[src/rtl/signal_order_gen.sv]
// signal_order_gen: turns zone entries into position-limited buy/sell orders with a post-order cooldown
module signal_order_gen #(
    parameter int MAX_POS = 3,
    parameter int COOLDOWN_CYCLES = 8,
    parameter int POS_W = $clog2(MAX_POS + 1) + 1
) (
    input  logic                    clk,
    input  logic                    reset,
    input  logic [1:0]              sig,
    output logic                    order_valid,
    input  logic                    order_ready,
    output logic                    order_side,
    output logic signed [POS_W-1:0] position,
    output logic                    cooldown_active,
    output logic [7:0]              dropped_cnt
);
    localparam int CW = COOLDOWN_CYCLES > 1 ? $clog2(COOLDOWN_CYCLES) : 1;
    localparam logic [CW-1:0] CD_INIT = CW'(COOLDOWN_CYCLES > 0 ? COOLDOWN_CYCLES - 1 : 0);
    localparam logic signed [POS_W-1:0] POS_MAX = POS_W'(MAX_POS);
    localparam logic signed [POS_W-1:0] ONE = POS_W'(1);

    if (MAX_POS < 1) begin : g_bad_max_pos
        $error("signal_order_gen: MAX_POS must be >= 1");
    end

    typedef enum logic [1:0] {IDLE, PENDING, COOLDOWN} state_t;

    state_t        state, state_n;
    logic [CW-1:0] cnt, cnt_n;
    logic [1:0]    sig_q;
    logic          buy_evt, sell_evt, accept, handshake;

    assign buy_evt         = sig == 2'b10 && sig_q != 2'b10;
    assign sell_evt        = sig == 2'b11 && sig_q != 2'b11;
    assign accept          = state == IDLE && (buy_evt ? position < POS_MAX : sell_evt && position > -POS_MAX);
    assign order_valid     = state == PENDING;
    assign cooldown_active = state == COOLDOWN;
    assign handshake       = order_valid && order_ready;

    always_comb begin
        state_n = state;
        cnt_n   = cnt;
        case (state)
            IDLE:     state_n = accept ? PENDING : IDLE;
            PENDING: begin
                state_n = handshake ? (COOLDOWN_CYCLES == 0 ? IDLE : COOLDOWN) : PENDING;
                cnt_n   = handshake ? CD_INIT : cnt;
            end
            COOLDOWN: begin
                state_n = cnt == '0 ? IDLE : COOLDOWN;
                cnt_n   = cnt == '0 ? cnt : cnt - CW'(1);
            end
            default:  state_n = IDLE;
        endcase
    end

    always_ff @(posedge clk) begin
        if (reset) begin
            state       <= IDLE;
            cnt         <= '0;
            sig_q       <= 2'b00;
            order_side  <= 1'b0;
            position    <= '0;
            dropped_cnt <= 8'd0;
        end else begin
            state <= state_n;
            cnt   <= cnt_n;
            sig_q <= sig;
            if (accept)
                order_side <= buy_evt;
            if (handshake)
                position <= position + (order_side ? ONE : -ONE);
            if ((buy_evt || sell_evt) && !accept && dropped_cnt != 8'hFF)
                dropped_cnt <= dropped_cnt + 8'd1;
        end
    end
endmodule

[config.mk]
export PLATFORM = sky130hd
export DESIGN_NAME = signal_order_gen
export DESIGN_NICKNAME = d
export VERILOG_FILES = /design/src/rtl/signal_order_gen.sv
export SDC_FILE = /design/constraint.sdc
export NUM_CORES = 1
export LEC_CHECK = 0
export CORE_MARGIN = 3
export CORE_UTILIZATION = 45
export CTS_CLUSTER_SIZE = 30
export DETAILED_ROUTE_END_ITERATION = 8
export PLACE_DENSITY = 0.73
export SKIP_CTS_REPAIR_TIMING = 1
export SLEW_MARGIN = 5
export SYNTH_ARGS = -nofsm -noshare
export SYNTH_HDL_FRONTEND = slang
export SYNTH_SLANG_ARGS = --single-unit
[constraint.sdc]
create_clock -name clk -period 1.65 [get_ports clk]
set_clock_uncertainty 0.1 [all_clocks]
set_input_delay 0.4125 -clock clk [delete_from_list [all_inputs] [get_ports clk]]
set_output_delay 0.4125 -clock clk [all_outputs]
set_load 0.01 [all_outputs]
== After elaboration in Yosys (flattened, before gate mapping) ==
Cells that the tools add are included.

* $add $sub $neg: 3
* Magnitude comparators: 2
* Equal/unequal tests: 9
* Multiplexer cells: 9
* Reduce and logical (&&, ||, !) cells: 13

{| class="wikitable"
|+ Operators with widths
! operator !! number
|-
| $mux W3 || 3
|-
| $add A8 B1 Y8 const B || 1
|-
| $ne A8 B8 Y1 const B || 1
|-
| $logic_and A1 B1 Y1 || 7
|-
| $eq A2 B2 Y1 const B || 3
|-
| $ne A2 B2 Y1 const B || 3
|-
| $pmux W2 S3 || 1
|-
| $pmux W3 S2 || 1
|-
| $mux W2 || 2
|-
| $add A3 B3 Y3 || 1
|-
| $gt A3 B3 Y1 const B || 1
|-
| $logic_not A3 Y1 || 1
|-
| $lt A3 B3 Y1 const B || 1
|-
| $reduce_and A3 Y1 || 1
|-
| $sub A3 B1 Y3 const B || 1
|-
| $eq A2 B1 Y1 const B || 1
|-
| $logic_not A2 Y1 || 1
|-
| $mux W1 || 2
|-
| $ne A2 B1 Y1 const B || 1
|-
| $reduce_bool A2 Y1 || 1
|-
| $logic_not A1 Y1 || 1
|-
| $logic_or A1 B1 Y1 || 1
|}

* Register bits after elaboration: 19
* Bits of input ports: 5
* Output and inout bits: 14
* Word-level logic and storage cells: 42

== Longest topological paths before layout ==
Gate-level depths: netlist of run 1.

* Word-level depth: 8
* Depth in mapped cells: 7

== Least setup slack after synthesis of run 1 ==
OpenSTA, ideal clock, no wires.

* Path kind: input -> register
* From: input sig[1]
* To: register dropped_cnt[7]
* Setup time: 71 ps
* Arrival: 1595 ps
* Required time: 1479 ps
* Setup slack: -116 ps
* Cell stages on the path: 5
* Path buffers: 0
* Path through: inv_1 o41ai_2 o211ai_2 or4_1 a21oi_1

* Longest elaborated chain between the ends: 8

{| class="wikitable"
|+ Ends and longest elaborated chain
! item !! line !! text
|-
| start, declared || 9 || <nowiki>input logic [1:0] sig,</nowiki>
|-
| $eq A2 B2 Y1 || 34 || <nowiki>assign sell_evt = sig == 2'b11 && sig_q != 2'b11;</nowiki>
|-
| $logic_and A1 B1 Y1 || 34 ||
|-
| $logic_and A1 B1 Y1 || 35 || <nowiki>assign accept = state == IDLE && (buy_evt ? position < POS_MAX : sell_evt && position > -POS_MAX);</nowiki>
|-
| $mux W1 || 35 ||
|-
| $logic_and A1 B1 Y1 || 35 ||
|-
| $logic_not A1 Y1 || 73 || <nowiki>if ((buy_evt || sell_evt) && !accept && dropped_cnt != 8'hFF)</nowiki>
|-
| $logic_and A1 B1 Y1 * (2 in a row) || 73 ||
|-
| end signal, assigned || 74 || <nowiki>dropped_cnt <= dropped_cnt + 8'd1;</nowiki>
|-
| end, declared || 15 || <nowiki>output logic [7:0] dropped_cnt</nowiki>
|}

Every way passes the cells marked *; elsewhere a longest branch is shown, timed or not.
A chain may end at the register's enable or synchronous reset.

== Final worst setup path of run 1 ==
* From: register sig_q[1]
* To: register dropped_cnt[7]

* Longest elaborated chain between the ends: 8

{| class="wikitable"
|+ Ends and longest elaborated chain
! item !! line !! text
|-
| start, declared || 30 || <nowiki>logic [1:0] sig_q;</nowiki>
|-
| start signal, assigned || 68 || <nowiki>sig_q <= sig;</nowiki>
|-
| $ne A2 B2 Y1 || 34 ||
|-
| $logic_and A1 B1 Y1 || 34 ||
|-
| $logic_and A1 B1 Y1 || 35 ||
|-
| $mux W1 || 35 ||
|-
| $logic_and A1 B1 Y1 || 35 ||
|-
| $logic_not A1 Y1 || 73 ||
|-
| $logic_and A1 B1 Y1 * (2 in a row) || 73 ||
|}

Marked as above.

==> results of run 1 <==
registers in the layout (all words and copies together) (netlist names):
register	flops
cnt	3
sig_q	2
dropped_cnt	8
position	3
state	2
order_side	1
per-layer routing:
layer | GRT usage, % | part of all wire (%) | vias to the layer above
met3 | 2.817 | 1.3 | 4
met1 | 22.20 | 48 | 425
met2 | 30.61 | 49 | 11
li1 | - | - | 499
met4 | 5.106 | 1.7 | 0
met5 | 0 | 0 | -
metrics by stage:
stage               hold WS [ns]  instances
floorplan                 0.3627        115
global route              0.3395        187
CTS                       0.4073        187
global placement          0.3734        183
finish                    0.3365        187
detailed placement        0.3809        183
worst reg2reg max path, delay by kind of cell, from the launching register on:
kind             cells  cell delay (ns)
flip-flops           1             0.35
AND/OR/NAND/NOR      2             0.70
AO/OA/AOI/OAI        3             0.62
worst max path at each step:
| stage | endpoint | cells after the start |
|---|---|---|
| 2_1_floorplan | dropped_cnt[7] | 5 |
| 3_3_place_gp | dropped_cnt[7] | 6 |
| 3_5_place_dp | dropped_cnt[7] | 6 |
| 4_1_cts | dropped_cnt[7] | 6 |
| 5_1_grt | dropped_cnt[7] | 5 |
| 6_report | dropped_cnt[7] | 5 |
power by group through the flow:
stage | clock [mW] | sequential (mW) | combinational, mW
after floorplan | 0 | 0.529 | 0.144
after global placement | 0 | 0.516 | 0.274
after detailed placement | 0 | 0.519 | 0.282
after CTS | 0.252 | 0.508 | 0.285
after global routing | 0.264 | 0.512 | 0.332
final | 0.245 | 0.509 | 0.301
layout make-up:
type,count,area (µm²),share of cell area [%]
multi-input cells,83,656.9,42.34
flip-flops and latches,19,396.6,25.56
repair buffers,44,396.6,25.56
inverters,10,40.04,2.581
well taps,27,33.78,2.177
clock buffers,3,22.52,1.452
clock inverters,1,5.005,0.3226
synth_stat cells, drive strengths merged, types with 3 or more instances:
| cell type | number | area share, % |
|---|---|---|
| nand2 | 5 | 1.8 |
| or3 | 6 | 3.9 |
| inv | 10 | 3.7 |
| dfxtp | 19 | 37 |
| xor2 | 3 | 2.6 |
| ha | 7 | 8.6 |
| nor2 | 7 | 2.6 |
| o21ai | 7 | 3.4 |
| a21oi | 11 | 5.4 |
| a31oi | 3 | 1.8 |
| nand3 | 5 | 2.5 |
cell families after synthesis:
kind of cell / Yosys count
AO/OA/AOI/OAI: 32
XOR/XNOR: 4
adder cells (fa/ha/maj): 8
buffers and inverters: 13
flip-flops: 19
multiplexers: 1
AND/OR/NAND/NOR: 38
==> metrics.md, run 1 <==
| Metric | Value |
|---|---|
| Status | `complete, but fails checks` |
| Failing checks | `setup timing` |
| Simple-gate share of the synthesized area | `20.57%` |
| Flop pwr share | `48.3%` |
| Compound-Gate Fraction of Synth Area | `21.43%` |
| Crit-path cells | `nor2b_2 -> o41ai_4 -> o211ai_4 -> or4_1 -> a21oi_2` |
| CP peak stage delay | `around 0.53 ns` |
| Worst Reg-to-Reg Cells | `5` |
| Die Area | `0.002864 mm²` |
| Max-slew violation count | `0` |
| Global placer's final weighted congestion | `around 0.8` |
| Highest-count cells in the layout ignoring fill and taps | `25 x buf_4, 13 x dlymetal6s2s_1, 10 x dfxtp_2` |
| Leakage power | `0.8289 nW` |
| Global-route wire length before repair | `3.767 mm` |
| Asr flop ratio synth | `0%` |
| Fmax | `543.8 MHz` |
| Root Buffer | `clkbuf_4` |
| Register area share after synthesis | `a little under two fifths` |
| DRT iter0 DRCs | `8` |
| Initial antenna violation count | `0` |
| Crit path buffers/inverters | `0` |
| CTS tree | `yes` |
| Logic pwr share | `28.5%` |
| Max FO, Critical Path | `7` |
| Adder-cell share of the synthesized area | `10.59%` |
| Post-layout util | `75.98%` |
| Pwr Total | `1.054 mW` |
| RSZ-0062 raised after global routing | `yes` |
| Clk buf depth | `2` |
| Worst Hold Class | `in2reg` |
| Slew headroom | `approximately four fifths` |
| Crit. Startpoint | `sig_q[1]` |
| Clk sink count | `19` |
| YS warnings | `0` |
| Hold endpoint | `sig_q[0]` |
| Design area | `0.001551 mm²` |
| Final setup viols | `6` |
| Largest net degree at the start of global routing | `12` |
| Area of the core | `between 0.002 and 0.0025 mm²` |
| EDFF count, synth | `0` |
| Die width | `53.52 µm` |
| Critical path launch point type | `flip-flop` |
| Dpl ws | `-0.7815 ns` |
| FF-to-FF End | `dropped_cnt[7]` |
| Fin crit share | `111.4%` |
| Core Rows | `16` |
| DR WL/cell | `12.46 µm` |
| Boundary pin count | `19` |
| Global route overflow | `0` |
| Crit. End Element | `flip-flop` |
| Pint | `~0.74 mW` |
| RR Startpoint | `sig_q[1]` |
| Worst-skew pair later-pin latency | `0.31 ns` |
| Final wirelength | `2.330 mm` |
| Sw Share | `30.07%` |
| Largest family of logic cells by synthesized area | `compound AO/OA/AOI/OAI gates` |
| Filler Cell Count | `around 140` |
| Post-DP HPWL | `1.823 mm` |
| Layout cells sized above 1 | `about 43%` |
| Synth Register Bits | `19` |
| Arr. time, crit path | `1.99 ns` |
| Hold path cells | `2` |
| Max_cap viols | `0` |
| GRT Total Usage | `17.61%` |
| PnR worst setup slack | `-0.1889 ns` |
| Slowest CP cell | `or4_1` |
| R2R Setup Slk | `-0.19 ns` |
| Setup_tns | `-0.6993 ns` |
| Synthesized instance count | `115` |
| CTS clk-pin slew, worst paths | `0.12 ns` |
| Fin. Hold Viols | `0` |
| Clock share of power | `23.2%` |
| Worst Tran Pin Value | `0.3232 ns` |
| Synth cell types | `38` |
| Initial Util | `49.75%` |
| ANT cells | `0` |
| P_sw | `0.3169 mW` |
| Routed Antenna Nets | `0` |
| Most common cell after layout, fill and taps aside | `buf_4` |
| Area delta synth->final | `52.71%` |
| Min-delay src | `sig[0]` |
| Vias per std cell | `between 5 and 6` |
| DR vias | `~940` |
| Final min period | `1.839 ns` |
| Final #Nets | `around 170` |
| Cell Area, Synth | `0.001016 mm²` |
| Critical path's top delay family | `simple AND/OR/NAND/NOR gates` |
| WS Path Type | `reg2reg` |
| Synth Net Count | `128` |
| Ys flop type | `dfxtp_1` |
| H-Tree Depth | `1` |
| First drt pass iteration count | `4` |
| Critical Path RT | `1.80 ns` |
| DP Area | `~0.0014 mm²` |
| Power Density | `between 600 and 700 mW/mm²` |
| Chip height | `53.52 µm` |
| PortBufs | `18` |
| Total CTS buffers | `3` |
| Mux share of post-synthesis cell area | `0.9852%` |
| XOR/XNOR share of the synthesized area | `between 3 and 4%` |
| Residual DRC | `0` |
| VDD IR-drop max | `between 600 and 700 µV` |
| Syn Area/Cell | `8.835 µm²` |
| Vias in the first global route | `904` |
No activity file was read; power rests on OpenSTA's default activity.
==> inputs of run 2 (changes only) <==
- CORE_MARGIN: 3 -> 5
==> metrics.md, run 2 (synthesized netlist as in run 1, its figures left out) <==
| Metric | Value |
|---|---|
| Critical path launch point type | `flip-flop` |
| Boundary pin count | `19 (unchanged)` |
| Worst Reg-to-Reg Cells | `6 (+1)` |
| CTS clk-pin slew, worst paths | `0.11 ns (about the same)` |
| Hold path cells | `2 (unchanged)` |
| Die width | `57.52 µm (+7.5%)` |
| Total CTS buffers | `3 (unchanged)` |
| Power Density | `663.7 mW/mm² (-2.3%)` |
| Layout cells sized above 1 | `45.40% (+2.9 points)` |
| R2R Setup Slk | `-0.15 ns (+0.04 ns)` |
| Clk buf depth | `2 (unchanged)` |
| Initial antenna violation count | `0 (unchanged)` |
| DR WL/cell | `13.92 µm (+12%)` |
| Global route overflow | `0 (unchanged)` |
| DP Cell Count | `181 (-1.1%)` |
| Fin. Hold Viols | `0 (unchanged)` |
| Global placer's final weighted congestion | `0.8511 (+6.9%)` |
| Final #Nets | `177 (+1.7%)` |
| PnR worst setup slack | `-0.1453 ns (+0.04359 ns)` |
| Core Rows | `17 (+1)` |
| Residual DRC | `0 (unchanged)` |
| Most common cell after layout, fill and taps aside | `buf_4` |
| PortBufs | `18 (unchanged)` |
| CTS tree | `yes` |
| GRT Total Usage | `16.50% (-1.1 points)` |
| Initial Util | `46.37% (-3.4 points)` |
| WS Path Type | `reg2reg` |
| Worst Tran Pin Value | `0.3412 ns (+0.01801 ns)` |
| VDD IR-drop max | `666.3 µV (+7.5%)` |
| Final wirelength | `2.659 mm (+14%)` |
| DR vias | `1006 (+7.1%)` |
| Largest net degree at the start of global routing | `11 (-1)` |
| Area of the core | `0.002191 mm² (+7.3%)` |
| Global-route wire length before repair | `4.443 mm (+18%)` |
| Highest-count cells in the layout ignoring fill and taps | `27 x buf_4, 15 x dlymetal6s2s_1, 13 x dfxtp_2` |
| Final setup viols | `9 (+3)` |
| Vias in the first global route | `996 (+10%)` |
| RR Startpoint | `sig_q[1]` |
| Status | `complete, but fails checks` |
| Largest Register | `dropped_cnt` |
| Max reg flops | `8 (unchanged)` |
| Crit. End Element | `flip-flop` |
| Failing checks | `setup timing` |
| Post-layout util | `74.70% (-1.3 points)` |
| Final std cells w/o fill | `191 (+2.1%)` |
| Final min period | `1.795 ns (-0.04359 ns)` |
| Clk sink count | `19 (unchanged)` |
| RSZ-0062 raised after global routing | `yes` |
| FF-to-FF End | `dropped_cnt[2]` |
| Max-slew violation count | `0 (unchanged)` |
| Root Buffer | `clkbuf_4` |
| Filler Cell Count | `160 (+16%)` |
| Vias per std cell | `5.267 (+4.9%)` |
| Leakage power | `0.8642 nW (+4.3%)` |
| First drt pass iteration count | `4 (unchanged)` |
| Post-DP HPWL | `1.910 mm (+4.7%)` |
| Hold endpoint | `sig_q[0]` |
| Fin crit share | `108.8% (-2.6 points)` |
| Min-delay src | `sig[0]` |
| Slew headroom | `77.17% (-1.2 points)` |
| H-Tree Depth | `1 (unchanged)` |
| Routed Antenna Nets | `0 (unchanged)` |
| Worst Hold Class | `in2reg` |
| DRT iter0 DRCs | `15 (+7)` |
| Critical Path RT | `1.80 ns (about the same)` |
| Max_cap viols | `0 (unchanged)` |
| Max FO, Critical Path | `7 (unchanged)` |
| Worst-skew pair later-pin latency | `0.31 ns (about the same)` |
| Arr. time, crit path | `1.94 ns (-0.05 ns)` |
| Fmax | `557.0 MHz (+2.4%)` |
| Largest regs | `dropped_cnt: 8 flops, cnt: 3 flops, position: 3 flops` |
| Area delta synth->final | `61.08%` |
| ANT cells | `0 (unchanged)` |
| Chip height | `57.52 µm (+7.5%)` |
| Die Area | `0.003308 mm² (+16%)` |
run 2: routing by layer:
metal	up-vias	share of wire, %	routed length (µm)	GRT usage, %
met5	-	0	0	0
met4	0	2.3	61	3.974
met3	9	4.0	106	4.977
met2	15	51	1362	28.55
met1	483	42	1127	19.84
li1	499	-	-	-
run 2: critical path, cell delays in order (launching register included):
cell and delay, ns:
dfxtp_2 0.35, nor2b_4 0.14, o41ai_4 0.40, o211ai_4 0.15, buf_6 0.16, or3_1 0.32
a21oi_2 0.12
run 2: worst max path at each step:
stage	start	to	slack, ns	cells after the start
finish	sig_q[1]	dropped_cnt[2]	-0.15	6
detailed placement	sig[0]	dropped_cnt[7]	-0.80	6
floorplan	position[2]	dropped_cnt[7]	-0.07	5
global placement	sig[0]	dropped_cnt[7]	-0.72	6
CTS	sig[0]	dropped_cnt[7]	-0.51	6
global route	position[2]	dropped_cnt[6]	-0.24	6
run 2: layout make-up:
class,instances,area (µm²),share of cell area (%)
multi-input combinational,83,695.7,42.51
clock buffer,4,26.28,1.606
tap,28,35.03,2.141
timing repair buffer,47,442.9,27.06
inverter,10,40.04,2.446
sequential,19,396.6,24.24
run 2: through the flow:
| step | setup slack, ns | setup TNS, ns | hold WS [ns] | power (mW) | instance area (µm²) |
|---|---|---|---|---|---|
| after floorplan | -0.07051 | -0.1198 | 0.3627 | 0.6728 | 1036 |
| after global placement | -0.7189 | -5.544 | 0.3683 | 0.7812 | 1405 |
| after detailed placement | -0.8012 | -6.059 | 0.3969 | 0.7956 | 1405 |
| after CTS | -0.5087 | -5.698 | 0.4122 | 1.033 | 1431 |
| after global routing | -0.2378 | -1.635 | 0.3807 | 1.153 | 1637 |
| final | -0.1453 | -0.9548 | 0.3914 | 1.086 | 1637 |
run 2: report_power, final:
part | total (mW) | switching (mW) | internal, mW
Sequential | 0.513 | 0.0210 | 0.492
Clock | 0.246 | 0.151 | 0.0945
Combinational | 0.328 | 0.155 | 0.173
Total | 1.09 | 0.328 | 0.759
==> inputs of run 3 (changes only) <==
- CTS_CLUSTER_SIZE: 30 -> not set
- PLACE_DENSITY: 0.73 -> not set
- PLACE_DENSITY_LB_ADDON: not set -> 0.12
==> metrics.md, run 3 (synthesized netlist as in run 1, its figures left out) <==
| Metric | Value |
|---|---|
| Dpl ws | `-0.7784 ns (+0.02289 ns)` |
| Layout cells sized above 1 | `39.76% (-5.6 points)` |
| Vias in the first global route | `945 (-5.1%)` |
| Max-slew violation count | `0 (unchanged)` |
| Final #Nets | `180 (+1.7%)` |
| Max_cap viols | `0 (unchanged)` |
| DR WL/cell | `13.27 µm (-4.7%)` |
| VDD IR-drop max | `558.6 µV (-16%)` |
| Final wirelength | `2.574 mm (-3.2%)` |
| Critical Path RT | `1.79 ns (about the same)` |
| DR vias | `988 (-1.8%)` |
| Worst Tran Pin Value | `0.3298 ns (-0.01139 ns)` |
| Most common cell after layout, fill and taps aside | `buf_4` |
| GRT Total Usage | `15.52% (-0.99 points)` |
| WS Path Type | `reg2reg` |
| Initial antenna violation count | `0 (unchanged)` |
| Fin crit share | `115.9% (+7.1 points)` |
| Area delta synth->final | `57.27%` |
| Crit. End Element | `flip-flop` |
| DRT iter0 DRCs | `27 (+12)` |
| Die width | `57.52 µm (unchanged)` |
| Design area | `0.001598 mm² (-2.4%)` |
| DP Cell Count | `186 (+2.8%)` |
| Clk buf depth | `2 (unchanged)` |
| Filler Cell Count | `163 (+1.9%)` |
| Clk sink count | `19 (unchanged)` |
| Highest-count cells in the layout ignoring fill and taps | `31 x buf_4, 13 x dlymetal6s2s_1, 11 x dfxtp_1` |
| Worst-skew pair later-pin latency | `0.29 ns (-0.02 ns)` |
| PnR worst setup slack | `-0.2620 ns (-0.1167 ns)` |
| Largest regs | `dropped_cnt: 8 flops, cnt: 3 flops, position: 3 flops` |
| First drt pass iteration count | `4 (unchanged)` |
| Status | `complete, but fails checks` |
| Core Rows | `17 (unchanged)` |
| Final setup viols | `9 (unchanged)` |
| Post-DP HPWL | `1.885 mm (-1.3%)` |
| Critical path launch point type | `flip-flop` |
| Leakage power | `0.8553 nW (-1.0%)` |
| Final min period | `1.912 ns (+0.1167 ns)` |
| ANT cells | `0 (unchanged)` |
| Vias per std cell | `5.093 (-3.3%)` |
| Area of the core | `0.002191 mm² (unchanged)` |
| Max FO, Critical Path | `7 (unchanged)` |
| Root Buffer | `clkbuf_4` |
| Slew headroom | `77.78% (+0.60 points)` |
| CTS clk-pin slew, worst paths | `0.11 ns (about the same)` |
| Slowest CP cell | `or3_2` |
| Fin. Hold Viols | `0 (unchanged)` |
| Crit-path cells | `nand3b_1 -> o41ai_4 -> o211ai_4 -> or3_2 -> a21oi_2` |
| RSZ-0062 raised after global routing | `yes` |
| Post-layout util | `72.93% (-1.8 points)` |
| Total CTS buffers | `3 (unchanged)` |
| Arr. time, crit path | `2.05 ns (+0.11 ns)` |
| Boundary pin count | `19 (unchanged)` |
| Fmax | `523.0 MHz (-6.1%)` |
| Routed Antenna Nets | `0 (unchanged)` |
| Final std cells w/o fill | `194 (+1.6%)` |
| DP Area | `0.001443 mm² (+2.7%)` |
| Largest Register | `dropped_cnt` |
| Max reg flops | `8 (unchanged)` |
| Residual DRC | `0 (unchanged)` |
| Global route overflow | `0 (unchanged)` |
| Worst Hold Class | `reg2reg` |
| Global placer's final weighted congestion | `0.8020 (-5.8%)` |
| H-Tree Depth | `1 (unchanged)` |
| PortBufs | `18 (unchanged)` |
| Critical path's top delay family | `simple AND/OR/NAND/NOR gates` |
| CTS tree | `yes` |
| CP peak stage delay | `0.48 ns (+0.08 ns)` |
| Largest net degree at the start of global routing | `11 (unchanged)` |
| Global-route wire length before repair | `4.091 mm (-7.9%)` |
| Chip height | `57.52 µm (unchanged)` |
| Initial Util | `46.37% (unchanged)` |
| Failing checks | `setup timing` |
| Crit path buffers/inverters | `0 (-1)` |
| Die Area | `0.003308 mm² (unchanged)` |
| Power Density | `664.6 mW/mm² (+0.14%)` |
[run 3: where the power goes]
group	switching, mW	internal, mW
Clock	0.141	0.0940
Combinational	0.152	0.166
Sequential	0.0187	0.490
[run 3: through the flow]
| stage | power [mW] | hold slack (ns) | TNS, ns |
|---|---|---|---|
| 6_report | 1.062 | 0.4090 | -1.801 |
| 5_1_grt | 1.125 | 0.4222 | -2.596 |
| 4_1_cts | 1.043 | 0.4274 | -5.747 |
| 3_5_place_dp | 0.8048 | 0.4025 | -6.085 |
| 3_3_place_gp | 0.7952 | 0.3747 | -5.689 |
| 2_1_floorplan | 0.6728 | 0.3627 | -0.1198 |
[run 3: worst paths after layout]
check / startpoint / end / slack (ns) / cells after the start
worst min-delay path: dropped_cnt[7] / dropped_cnt[7] / 0.41 / 2
worst max register to register: position[2] / dropped_cnt[3] / -0.26 / 5
worst max-delay path: position[2] / dropped_cnt[3] / -0.26 / 5
worst min register to register: dropped_cnt[7] / dropped_cnt[7] / 0.41 / 2
[run 3: layer usage]
| metal | up-vias | track usage (%) | part of all wire [%] |
|---|---|---|---|
| met4 | 0 | 6.291 | 0.54 |
| li1 | 506 | - | - |
| met1 | 468 | 19.54 | 46 |
| met5 | - | 0 | 0 |
| met3 | 2 | 2.036 | 2.3 |
| met2 | 12 | 26.45 | 51 |
[run 3: layout make-up]
| cell class | count | area [µm²] | area share [%] |
|---|---|---|---|
| flip-flops and latches | 19 | 390.4 | 24.43 |
| multi-input cells | 83 | 659.4 | 41.27 |
| inverters | 10 | 40.04 | 2.506 |
| repair buffers | 50 | 446.7 | 27.96 |
| well taps | 28 | 35.03 | 2.193 |
| clock buffers | 4 | 26.28 | 1.644 |
[run 3: worst reg2reg max path, cell delays in order (launching register included)]
cell and delay, ns:
dfxtp_2 0.34, nand3b_1 0.23, o41ai_4 0.44, o211ai_4 0.15, or3_2 0.48, a21oi_2 0.12
